File: config.mk
export PLATFORM = sky130hd
export DESIGN_NAME = instr_prefetch_queue
export DESIGN_NICKNAME = d
export VERILOG_FILES = /design/src/rtl/instr_prefetch_queue_pkg.sv /design/src/rtl/ifq_fifo.sv /design/src/rtl/instr_prefetch_queue.sv
export SDC_FILE = /design/constraint.sdc
export NUM_CORES = 1
export LEC_CHECK = 0
export CAP_MARGIN = 25
export CORE_MARGIN = 2
export CORE_UTILIZATION = 59
export CTS_BUF_LIST = sky130_fd_sc_hd__clkbuf_8
export DETAILED_ROUTE_END_ITERATION = 8
export PLACE_DENSITY = 0.82
export SLEW_MARGIN = 5
export SYNTH_ARGS = -nofsm -noshare
export SYNTH_HDL_FRONTEND = slang
export SYNTH_SLANG_ARGS = --single-unit
File: constraint.sdc
create_clock -name clk -period 5 [get_ports clk]
set_input_delay 0.75 -clock clk [delete_from_list [all_inputs] [get_ports clk]]
set_output_delay 0.75 -clock clk [all_outputs]
set_load 0.01 [all_outputs]
File: src/rtl/instr_prefetch_queue_pkg.sv
// ----------------------------------------------------------------------------
// instr_prefetch_queue_pkg
// Shared types and constants for the instruction prefetch queue.
//   fetch_entry_t : one buffered fetch result, the word plus the PC it came from
//   INSTR_NOP     : harmless word presented on out_instr when nothing is valid
//   PC_STEP       : sequential fetch increment, one 32-bit word
//   align_word()  : clears address bits [1:0]
// ----------------------------------------------------------------------------
package instr_prefetch_queue_pkg;

  typedef struct packed {
    logic [31:0] pc;
    logic [31:0] instr;
  } fetch_entry_t;

  localparam logic [31:0] INSTR_NOP = 32'h0000_0013;
  localparam logic [31:0] PC_STEP   = 32'd4;

  // Masking rather than slicing keeps every input bit formally used.
  function automatic logic [31:0] align_word(input logic [31:0] addr);
    return addr & ~32'h0000_0003;
  endfunction

endpackage

File: src/rtl/ifq_fifo.sv
// ----------------------------------------------------------------------------
// ifq_fifo
// Synchronous FIFO with flush, used both for the fetch-entry queue and for the
// PC tag FIFO that remembers the address of every live outstanding request.
// The head entry is read straight from the storage registers so the consumer
// sees it in the same cycle it becomes valid.
// Ports:
//   clk, rst_n    clock, asynchronous active-low reset
//   i_push/i_data write one entry (ignored when full and not popping)
//   i_pop         remove head entry (ignored when empty)
//   i_flush       discard all entries next cycle; overrides push and pop
//   o_data        head entry
//   o_count       number of stored entries, 0..DEPTH
//   o_full/o_empty occupancy flags
// ----------------------------------------------------------------------------
module ifq_fifo #(
  parameter int WIDTH = 64,
  parameter int DEPTH = 4
) (
  input  logic                     clk,
  input  logic                     rst_n,
  input  logic                     i_push,
  input  logic [WIDTH-1:0]         i_data,
  input  logic                     i_pop,
  input  logic                     i_flush,
  output logic [WIDTH-1:0]         o_data,
  output logic [$clog2(DEPTH):0]   o_count,
  output logic                     o_full,
  output logic                     o_empty
);

  localparam int              AW      = $clog2(DEPTH);
  localparam logic [AW:0]     DEPTH_W = (AW+1)'(DEPTH);

  logic [WIDTH-1:0] r_mem [DEPTH];
  logic [AW-1:0]    r_wr_ptr;
  logic [AW-1:0]    r_rd_ptr;
  logic [AW:0]      r_count;

  logic             w_push;
  logic             w_pop;
  logic [AW:0]      w_count_next;

  assign o_full  = (r_count == DEPTH_W);
  assign o_empty = (r_count == '0);
  assign o_count = r_count;
  assign o_data  = r_mem[r_rd_ptr];

  // A push into a full FIFO is only allowed when the head leaves the same cycle.
  assign w_push = i_push && (!o_full || i_pop);
  assign w_pop  = i_pop && !o_empty;

  assign w_count_next = r_count
                      + {{AW{1'b0}}, w_push}
                      - {{AW{1'b0}}, w_pop};

  // DEPTH is a power of two, so the pointers wrap on their own.
  always_ff @(posedge clk or negedge rst_n) begin
    if (!rst_n) begin
      r_wr_ptr <= '0;
      r_rd_ptr <= '0;
      r_count  <= '0;
    end else if (i_flush) begin
      r_wr_ptr <= '0;
      r_rd_ptr <= '0;
      r_count  <= '0;
    end else begin
      if (w_push) r_wr_ptr <= r_wr_ptr + 1'b1;
      if (w_pop)  r_rd_ptr <= r_rd_ptr + 1'b1;
      r_count <= w_count_next;
    end
  end

  // Storage needs no reset: an entry is only read after it has been written.
  always_ff @(posedge clk) begin
    if (w_push && !i_flush) begin
      r_mem[r_wr_ptr] <= i_data;
    end
  end

endmodule

File: src/rtl/instr_prefetch_queue.sv
// ----------------------------------------------------------------------------
// instr_prefetch_queue
// Instruction-fetch front end between instruction memory and decode. Issues
// sequential word fetches over a req/gnt + rvalid handshake, buffers returned
// words with their PC in a DEPTH-entry queue and presents them on a
// valid/ready port. A redirect flushes the queue, discards responses that are
// still in flight and restarts fetch at the target.
//
// Ports:
//   clk, rst_n                  clock, asynchronous active-low reset
//   imem_req/imem_addr          fetch request and word-aligned address
//   imem_gnt                    memory accepts the request (req && gnt = issue)
//   imem_rvalid/imem_rdata      in-order response, at least one cycle after issue
//   redirect_valid/redirect_pc  flush and restart (target bits [1:0] ignored)
//   out_valid/out_ready         decode handshake (valid && ready = pop)
//   out_instr/out_pc            head instruction and its PC
//
// Build option IFQ_BYPASS_EN: when the queue is empty and nothing is being
// discarded, a live response is presented to decode in the same cycle it
// arrives and, if accepted, never enters the queue. Without the macro every
// output comes from queue registers and there is no memory-to-decode
// combinational path.
// ----------------------------------------------------------------------------
module instr_prefetch_queue
  import instr_prefetch_queue_pkg::*;
#(
  parameter int          DEPTH    = 4,
  parameter logic [31:0] RESET_PC = 32'h0000_0000
) (
  input  logic        clk,
  input  logic        rst_n,
  output logic        imem_req,
  output logic [31:0] imem_addr,
  input  logic        imem_gnt,
  input  logic        imem_rvalid,
  input  logic [31:0] imem_rdata,
  input  logic        redirect_valid,
  input  logic [31:0] redirect_pc,
  output logic        out_valid,
  input  logic        out_ready,
  output logic [31:0] out_instr,
  output logic [31:0] out_pc
);

  localparam int          CW      = $clog2(DEPTH) + 1;
  localparam int          EW      = $bits(fetch_entry_t);
  localparam logic [CW:0] DEPTH_W = (CW+1)'(DEPTH);

  // Fetch address and request accounting.
  logic [31:0]   r_fetch_pc;
  logic [CW-1:0] r_inflight;   // issued, response not yet seen
  logic [CW-1:0] r_drop;       // of those, responses belonging to a flushed stream

  logic [31:0]   w_fetch_pc_next;
  logic [CW-1:0] w_inflight_next;
  logic [CW-1:0] w_drop_next;

  // Queue and tag FIFO interface.
  fetch_entry_t  w_rsp_entry;
  fetch_entry_t  w_q_head;
  fetch_entry_t  w_out_entry;
  logic [CW-1:0] w_occ;
  logic          w_q_full;
  logic          w_q_empty;
  logic          w_q_push;
  logic          w_q_pop;
  logic [31:0]   w_tag_head;
  logic [CW-1:0] w_tag_count;
  logic          w_tag_full;
  logic          w_tag_empty;

  // Per-cycle events.
  logic [CW:0]   w_credit_used;
  logic          w_issue;
  logic          w_rsp;
  logic          w_rsp_live;
  logic          w_bypass;
  logic          w_pop_ok;

  // --------------------------------------------------------------------------
  // Request credit. Every live outstanding request owns a tag FIFO slot, so
  // occ + tag_count counts queue slots that are taken or promised. Keeping
  // that below DEPTH guarantees every live response finds a free queue slot.
  // --------------------------------------------------------------------------
  assign w_credit_used = {1'b0, w_occ} + {1'b0, w_tag_count};

  assign imem_req  = rst_n
                   && !redirect_valid
                   && (w_credit_used < DEPTH_W)
                   && ({1'b0, r_inflight} < DEPTH_W)
                   && !w_tag_full
                   && !w_q_full;
  assign imem_addr = r_fetch_pc;

  assign w_issue = imem_req && imem_gnt;

  // A response with nothing outstanding is a stray and is ignored entirely.
  assign w_rsp = imem_rvalid && (r_inflight != '0);

  // Live: belongs to the current stream and is not killed by a redirect now.
  assign w_rsp_live = w_rsp && (r_drop == '0) && !redirect_valid && !w_tag_empty;

  assign w_rsp_entry.pc    = w_tag_head;
  assign w_rsp_entry.instr = imem_rdata;

`ifdef IFQ_BYPASS_EN
  assign w_bypass = w_rsp_live && w_q_empty;
`else
  assign w_bypass = 1'b0;
`endif

  // --------------------------------------------------------------------------
  // Decode port. A pop in a redirect cycle is ignored: the head it would
  // remove is being flushed anyway.
  // --------------------------------------------------------------------------
  assign w_out_entry = w_bypass ? w_rsp_entry : w_q_head;
  assign out_valid   = !w_q_empty || w_bypass;
  assign out_pc      = w_out_entry.pc;
  assign out_instr   = out_valid ? w_out_entry.instr : INSTR_NOP;

  assign w_pop_ok = out_valid && out_ready && !redirect_valid;

  // A bypassed word taken by decode this cycle never needs to be stored.
  assign w_q_push = w_rsp_live && !(w_bypass && out_ready);
  assign w_q_pop  = w_pop_ok && !w_bypass;

  // --------------------------------------------------------------------------
  // Next-state for fetch PC and counters. The redirect branch issues nothing
  // (imem_req is held low), so all outstanding requests minus a response
  // arriving right now become responses to discard.
  // --------------------------------------------------------------------------
  always_comb begin
    w_fetch_pc_next = r_fetch_pc;
    w_inflight_next = r_inflight
                    + {{(CW-1){1'b0}}, w_issue}
                    - {{(CW-1){1'b0}}, w_rsp};
    w_drop_next     = r_drop;

    if (redirect_valid) begin
      w_fetch_pc_next = align_word(redirect_pc);
      w_drop_next     = w_inflight_next;
    end else begin
      if (w_issue) begin
        w_fetch_pc_next = r_fetch_pc + PC_STEP;   // wraps 32'hFFFF_FFFC -> 0
      end
      if (w_rsp && (r_drop != '0)) begin
        w_drop_next = r_drop - 1'b1;
      end
    end
  end

  always_ff @(posedge clk or negedge rst_n) begin
    if (!rst_n) begin
      r_fetch_pc <= RESET_PC;
      r_inflight <= '0;
      r_drop     <= '0;
    end else begin
      r_fetch_pc <= w_fetch_pc_next;
      r_inflight <= w_inflight_next;
      r_drop     <= w_drop_next;
    end
  end

  // --------------------------------------------------------------------------
  // Storage: fetched entries, and the PC of each live outstanding request.
  // Tags of discarded requests vanish with the redirect flush, which is why
  // a tag is only popped for a live response.
  // --------------------------------------------------------------------------
  ifq_fifo #(
    .WIDTH (EW),
    .DEPTH (DEPTH)
  ) u_queue (
    .clk     (clk),
    .rst_n   (rst_n),
    .i_push  (w_q_push),
    .i_data  (w_rsp_entry),
    .i_pop   (w_q_pop),
    .i_flush (redirect_valid),
    .o_data  (w_q_head),
    .o_count (w_occ),
    .o_full  (w_q_full),
    .o_empty (w_q_empty)
  );

  ifq_fifo #(
    .WIDTH (32),
    .DEPTH (DEPTH)
  ) u_tag_fifo (
    .clk     (clk),
    .rst_n   (rst_n),
    .i_push  (w_issue),
    .i_data  (r_fetch_pc),
    .i_pop   (w_rsp_live),
    .i_flush (redirect_valid),
    .o_data  (w_tag_head),
    .o_count (w_tag_count),
    .o_full  (w_tag_full),
    .o_empty (w_tag_empty)
  );

endmodule
# Word-level counts from Yosys, hierarchy flattened
# Memory sizes are Yosys's and may differ from the RTL's.
# Index checks and enable logic that the tools add are counted.
dict set report op_classes {
  n_lt_le_gt_ge 2
  n_reduce_logical 37
  n_eq_ne 2
  n_mux 19
  addsub 13
}
# op n
set op_table {}
lappend op_table {{$mux W32} 3}
lappend op_table {{$add A32 B3 Y32 const B} 1}
lappend op_table {{$logic_and A1 B1 Y1} 19}
lappend op_table {{$mux W2} 8}
lappend op_table {{$mux W3} 4}
lappend op_table {{$reduce_bool A2 Y1} 6}
lappend op_table {{$add A3 B1 Y3} 3}
lappend op_table {{$logic_not A3 Y1} 3}
lappend op_table {{$sub A3 B1 Y3} 3}
lappend op_table {{$add A2 B1 Y2 const B} 4}
lappend op_table {{$eq A3 B3 Y1 const B} 2}
lappend op_table {{$reduce_bool A3 Y1} 2}
lappend op_table {{$logic_not A1 Y1} 5}
lappend op_table {{$add A3 B3 Y4} 1}
lappend op_table {{$lt A4 B3 Y1 const B} 1}
lappend op_table {{$mux W1} 4}
lappend op_table {{$lt A3 B3 Y1 const B} 1}
lappend op_table {{$sub A3 B1 Y3 const B} 1}
lappend op_table {{$logic_or A1 B1 Y1} 2}
dict set report totals {
  memories 2
  regBits 52
  out_inout_bits 98
  mem_bits_rw 384
}
# name words width read_ports rd_ports_with_merged_regs write_ports line
set memory_table {}
lappend memory_table {u_queue.r_mem 4 64 1 0 1 ifq_fifo.sv:35} ;# logic [WIDTH-1:0] r_mem [DEPTH];
lappend memory_table {u_tag_fifo.r_mem 4 32 1 0 1 ifq_fifo.sv:35}

# Depth between registers and ports, before layout
# Gate-level depths: netlist of the first run.
dict set report logic_depth {
  ltp_word 11
  depth_mapped 14
  mapped_depth_nobuf 12
}

# Hierarchy
# A second synthesis of the first run with hierarchy kept.
dict set report hier_totals {
  cells_unflattened 890
  area_unflattened_um2 17372.9
}
# module cells_each seq_area_each_um2 area_per_inst_um2 instances
set modules_own_cells {}
lappend modules_own_cells {{ifq_fifo at u_queue} 382 7862.5 9690.5 1}
lappend modules_own_cells {{ifq_fifo at u_tag_fifo} 216 4018.9 5213.8 1}
lappend modules_own_cells {instr_prefetch_queue 292 900.9 2468.6 1}

# Least setup slack after synthesis of the first run
# No wires, ideal clock.
dict set report synth_timing {
  path_kind {in2reg}
  start {input port redirect_valid}
  end {memory u_queue.r_mem[0][0], enable pin}
  arrival_ns 3.409
  path_slack_ns 1.164
  cell_stages 4
  setup_time_ns 0.426
  cell_sequence {buf_6 > nor4b_1 > a21boi_1 > and2_1}
}
dict set report synth_via {
  elab_chain_len 7
  elab_cells_between_ends 9
}
# item line
set synth_rtl {}
lappend synth_rtl {{start: declaration} instr_prefetch_queue.sv:37} ;# input logic redirect_valid,
lappend synth_rtl {{$logic_not A1 Y1 (*)} {ifq_fifo.sv:76, instr_prefetch_queue.sv:101, instr_prefetch_queue.sv:121}}
lappend synth_rtl {{$logic_and A1 B1 Y1, on equally long branches} {instr_prefetch_queue.sv:101, instr_prefetch_queue.sv:121}}
lappend synth_rtl {{$logic_and A1 B1 Y1 / $logic_or A1 B1 Y1 (equally long branches)} {instr_prefetch_queue.sv:101, ifq_fifo.sv:50}}
lappend synth_rtl {{$logic_and A1 B1 Y1} ifq_fifo.sv:50} ;# assign w_push = i_push && (!o_full || i_pop);
lappend synth_rtl {{$logic_and A1 B1 Y1 (*)} ifq_fifo.sv:76} ;# if (w_push && !i_flush) begin
lappend synth_rtl {{$mux W1 (*)} ifq_fifo.sv:76}
lappend synth_rtl {{$mux W1 (implied by the code) (*)} ifq_fifo.sv:77} ;# r_mem[r_wr_ptr] <= i_data;
lappend synth_rtl {{end: declaration} ifq_fifo.sv:35}
# Mark *: on every way between the ends. The rest lies on a longest branch, timed or not.

# Worst setup path in the final report of the first run
dict set report layout_timing {
  start {register u_queue.r_count[1] (netlist: u_queue.o_count[1])}
  end {output port out_instr[23]}
}
dict set report layout_via {
  elab_chain_len 2
}
# item line
set layout_rtl {}
lappend layout_rtl {{start: declaration} ifq_fifo.sv:38} ;# logic [AW:0] r_count;
lappend layout_rtl {{start signal: assignment} ifq_fifo.sv:70} ;# r_count <= w_count_next;
lappend layout_rtl {{$logic_not A3 Y1} ifq_fifo.sv:45} ;# assign o_empty = (r_count == '0);
lappend layout_rtl {{$mux W32} instr_prefetch_queue.sv:119} ;# assign out_instr = out_valid ? w_out_entry.instr : INSTR_NOP;
lappend layout_rtl {{end: declaration} instr_prefetch_queue.sv:41} ;# output logic [31:0] out_instr,
# No other way between the ends.

==> impl_metrics.yaml, run 1 <==
floorplanning:
  rows: 61
  coreArea_sq_um: 27700
  ios: 168
  die_h_um: 172
  die_x_um: 172
  start_util: 0.599
  die_area_sq_um: 29500
sta:
  min_period_ns: 4.02
  finClkSkew_ns: 0.0320
  worst_pin_slew_ns: 0.887
  worst_slack_ns: 0.980
  fmax_mhz: 249
  setup-violations-final: 0
  slew_viol_final: 0
  slew_headroom: 0.409
  post-route-period-util: 0.804
  setup_tns_ns: 0
  rsz0062_at_grt: "false"
  hold_violations: 0
synthesis:
  syn_area_sq_um: 16600
  synth_top_area_frac: 0.666
  ys.flop_type: "edfxtp_1"
  ys_seq_elements: 418
  yosys.cell_count.top_type: "edfxtp_1"
  postSynthAreaPerCell_sq_um: 19.2
  yosys_warnings: 0
  synth_edf_count: 368
  synthTopCellsByCount: "368 x edfxtp_1, 92 x mux4_2, 50 x dfrtp_1, 45 x nand2_1, 39 x and2_1"
  synthDistinctLibCells: 56
  seq_area_frac_synth: 0.741
  synthArstFlopShare: 0.120
  syn_inst: 864
  synth_area_leaders: "edfxtp_1 67%, mux4_2 12%, dfrtp_1 7.5%"
  synth_largest_area_cell: "edfxtp_1"
grt:
  grt_max_degree: 55
  grt_pass1_vias: 9037
  grt_usage: 0.223
  grt_first_pass_wirelength_um: 49400
  grt-ovfl-total: 0
  antenna_found_initial: 0
routing:
  detailedRoute.firstIterationViolations: 791
  wl_per_cell_um: 21.2
  first_pass_iters: 8
  antenna_left: 0
  vias_per_cell: 5.87
  drc_errors: 0
  vias: 8836
  drt_wl_total_um: 31900
cts:
  postCtsSetupBuffers: 0
  worstSkewPairLatency_ns: 0.61
  path_clk_slew_ns: 0.06
  h-tree-depth: 2
  postCtsResizedCells: 0
  clk_path_buf_depth: 3
  cts.sinks: 418
  cts_tree: "built"
  cts_root_buffer: "clkbuf_8"
  hold_buffers: 0
  cts_buffers: 61
power:
  vdd_ir_drop_max_mv: 0.239
  power_mw: 8.19
  powerDensity_nw_per_um2: 409
  power.static_leakage_nw: 6.70
critical_path:
  r2r_end: "r_drop[2]"
  required_ns: 4.25
  regToRegStartpoint: "u_tag_fifo.o_count[2]"
  cp_max_fo: 32
  r2r_setup_slack_ns: 1.03
  crit_arrival_ns: 3.27
  rr_worst_depth: 12
  path_class: "register to primary output"
  start_kind: "register"
  endpoint_kind: "primary output"
placed_design:
  port_buffers: 161
  gp_congestion: 0.898
  detailedPlace.worstSlack_ns: 0.917
  dp_cells: 1393
  dp.final_hpwl_um: 20300
finish:
  area_delta_synth_final_pct: 20.7
  drive_gt1_frac: 0.195
  fin_util: 0.723
  finalNetCount: 1170
  finalNonFillerCells: 1506
  insertedDiodeCount: 0
worst_hold_path:
  hold_class: "input pin to async pin"
job:
  drv_cap: 0
run_status:
  status: "complete, no violations"
-- routing by layer --
metal	vias up	track usage	routed length (um)
li1	3896	-	-
met1	4462	0.319	13200
met2	419	0.361	15700
met3	59	0.0403	2360
met4	0	0.0626	656
met5	-	0	0
-- report_power, final --
part           switching (mW)  internal, mW
clock                    1.22          1.39
combinational           0.639         0.805
sequential              0.192          3.95
total                    2.05          6.14
-- how the worst max path moves through the flow --
stage | startpoint | to
floorplan | redirect_valid | u_queue.r_mem[0][0]
global route | u_queue.o_count[1] | out_instr[24]
global placement | redirect_valid | r_drop[2]
finish | u_queue.o_count[1] | out_instr[23]
CTS | u_queue.o_count[1] | out_instr[31]
detailed placement | redirect_valid | r_drop[2]
-- critical path: stages (launching register included) --
cell             delay (ns)
dfrtp_1                0.45
nor3_1                 0.73
inv_1                  0.66
and2_1                 0.34
clkdlybuf4s50_1        0.47
-- flip-flops by register name, indices dropped and copies added, names as in the netlist --
signal               cells
imem_addr               30
r_drop                   3
r_inflight               3
u_queue.o_count          3
u_queue.r_mem          248
u_queue.r_rd_ptr         2
u_queue.r_wr_ptr         2
u_tag_fifo.o_count       3
u_tag_fifo.r_mem       120
u_tag_fifo.r_rd_ptr      2
u_tag_fifo.r_wr_ptr      2
-- kinds of logic after synthesis --
kind of cell               count (synthesis)  share of synthesized area
other                                      1                   0.000226
adders and majority gates                 22                     0.0179
DFF                                      418                      0.741
and+or+nand+nor                          178                     0.0581
AOI/OAI and AO/OA                         63                     0.0263
xor gates and xnor gates                  18                    0.00950
muxes                                     99                      0.129
buffers and inverters                     65                     0.0171
-- metrics by stage --
step	instance area [sq um]	hold WS (ns)
3_3_place_gp	18800	0.470
2_1_floorplan	16600	0.454
4_1_cts	20000	0.296
5_1_grt	20000	0.342
3_5_place_dp	18800	0.492
6_report	20000	0.306
-- layout make-up --
cell class | instances | area (sq um)
Timing Repair Buffer | 188 | 1930
Fill cell | 1636 | 7680
Tap cell | 378 | 473
Inverter | 25 | 96.3
Clock inverter | 46 | 272
Clock buffer | 67 | 922
Multi-Input combinational cell | 384 | 4020
Sequential cell | 418 | 12300
-- cells in the final DEF, fill, tap and decap left out, types with 9 or more instances in the layout --
master,synthesis,layout
dfrtp_1,50,47
o211ai_1,9,9
edfxtp_1,368,368
clkdlybuf4s50_1,0,159
and2_1,39,35
xor2_1,10,10
buf_12,0,10
and3_1,9,9
nor4_1,9,9
nand3_1,21,21
nand2_1,45,45
clkinv_1,1,18
clkinv_2,0,9
inv_1,23,38
nand4_1,9,9
buf_4,6,17
o21ai_0,17,17
clkbuf_8,0,67
ha_1,19,19
mux4_2,92,92
nor2_1,18,18
No activity file was read; power rests on OpenSTA's default activity.
==> run 2, diff against run 1 <==
==> constraint.sdc (replaced) <==
create_clock -name clk -period 4.1 [get_ports clk]
set_input_delay 0.615 -clock clk [delete_from_list [all_inputs] [get_ports clk]]
set_output_delay 0.615 -clock clk [all_outputs]
set_load 0.01 [all_outputs]
==> impl_metrics.yaml, run 2 (synthesis gave the netlist of run 1 again) <==
finish:
  area_delta_synth_final_pct: 20.4
  finalNetCount: 1176
  fillers: 1643
  largest_reg_flops: 248
  top_register: "u_queue.r_mem"
  final_common_cell: "edfxtp_1"
  drive_gt1_frac: 0.191
  final_cell_mix: "368 x edfxtp_1, 159 x clkdlybuf4s50_1, 92 x mux4_2"
  ff_latch_area_sq_um: 12300
  multi_input_area_sq_um: 4020
  insertedDiodeCount: 0
cts:
  clk_path_buf_depth: 3
  cts_tree: "built"
  hold_buffers: 0
  h-tree-depth: 2
  postCtsResizedCells: 0
  path_clk_slew_ns: 0.06
  worstSkewPairLatency_ns: 0.59
  cts.sinks: 418
  cts_buffers: 61
  cts_root_buffer: "clkbuf_8"
  postCtsSetupBuffers: 0
sta:
  post-route-period-util: 0.890
  slew_headroom: 0.451
  min_period_ns: 3.65
  setup_tns_ns: 0
  setup-violations-final: 0
  hold_violations: 0
  worst_slack_ns: 0.449
  rsz0062_at_grt: "false"
  finClkSkew_ns: 0.0224
  worst_pin_slew_ns: 0.817
  fmax_mhz: 274
  slew_viol_final: 0
floorplanning:
  rows: 61
  die_h_um: 172
  die_area_sq_um: 29500
  start_util: 0.599
  coreArea_sq_um: 27700
  die_x_um: 172
  ios: 168
grt:
  antenna_found_initial: 0
  grt-ovfl-total: 0
  grt_max_degree: 55
  grt_pass1_vias: 9024
  grt_first_pass_wirelength_um: 49500
  grt_usage: 0.223
power:
  vdd_ir_drop_max_mv: 0.445
  power.static_leakage_nw: 6.72
  powerDensity_nw_per_um2: 490
critical_path:
  required_ns: 3.48
  crit_path_cell_trace: "ha_1 > or4_4 > nor4_2 > buf_4 > and2_1 > clkdlybuf4s50_1"
  path_class: "register to primary output"
  cp_max_fo: 15
  crit_family: "simple AND/OR/NAND/NOR gates"
  crit_arrival_ns: 3.04
  cpMaxStageDelayCell: "clkdlybuf4s50_1"
  endpoint_kind: "primary output"
  start_kind: "register"
  cp_slowest_stage_delay_ns: 0.54
  path_buf_inv: 2
placed_design:
  dp.final_hpwl_um: 20500
  port_buffers: 161
  gp_congestion: 0.895
  detailedPlace.worstSlack_ns: 0.446
routing:
  drt_wl_total_um: 32100
  first_pass_iters: 5
  vias: 8838
  vias_per_cell: 5.85
  wl_per_cell_um: 21.2
  antenna_left: 0
  drc_errors: 0
  detailedRoute.firstIterationViolations: 695
job:
  drv_cap: 0
run_status:
  status: "complete, no violations"
worst_hold_path:
  hold_class: "input pin to async pin"
run 2: cell count changes in the layout (fill, tap and decap cells not counted), sizes merged:
cell	before	now
clkinv	27	17
bufinv	3	0
buf	29	35
inv	40	51
run 2: report_power, final:
group	leakage (nW)	internal, mW	total (mW)	switching [mW]
Sequential	3.94	4.82	5.04	0.223
Combinational	2.13	1.00	1.80	0.798
Clock	0.658	1.49	2.94	1.45
run 2: worst paths after layout:
check,startpoint,to,slack (ns),depth (start not counted)
hold / removal,rst_n,u_tag_fifo.o_count[0],0.19,2
min in group clk,r_inflight[0],r_inflight[0],0.54,1
max in group asynchronous,rst_n,u_queue.r_rd_ptr[0],3.41,2
setup reg to reg,u_tag_fifo.o_count[2],r_drop[2],0.49,12
hold reg to reg,r_inflight[0],r_inflight[0],0.54,1
setup / recovery,u_tag_fifo.o_count[2],imem_req,0.45,6
run 2: final cells by class:
cell class	instances	share of cell area
repair buffers	194	0.0989
well taps	378	0.0237
inverters	25	0.00482
clock buffers	67	0.0462
flip-flops and latches	418	0.616
multi-input cells	384	0.201
clock inverters	44	0.00883
run 2: per-layer routing:
layer,track usage,vias to the layer above,share of wire
li1,-,3907,-
met4,0.0586,0,0.014
met2,0.372,385,0.50
met5,0,-,0
met3,0.0423,52,0.079
met1,0.308,4494,0.41
run 2: through the flow:
step | power [mW] | util | hold slack (ns) | instance area [sq um] | cells
4_1_cts | 9.88 | 0.721 | 0.168 | 20000 | 1510
6_report | 9.78 | 0.721 | 0.187 | 20000 | 1510
2_1_floorplan | 6.07 | - | 0.319 | 16600 | 867
3_5_place_dp | 6.95 | 0.681 | 0.530 | 18900 | 1399
3_3_place_gp | 6.90 | 0.680 | 0.522 | 18900 | 1398
5_1_grt | 10.2 | 0.721 | 0.218 | 20000 | 1510
==> run 3, diff against run 2 <==
--- a/config.mk
+++ b/config.mk
@@ -9,6 +9,7 @@
 export CORE_MARGIN = 2
 export CORE_UTILIZATION = 59
 export CTS_BUF_LIST = sky130_fd_sc_hd__clkbuf_8
+export CTS_CLUSTER_DIAMETER = 60
 export DETAILED_ROUTE_END_ITERATION = 8
 export PLACE_DENSITY = 0.82
 export SLEW_MARGIN = 5
==> results of run 3 <==
No change in the layout: final DEF, timing and power equal those of run 2.
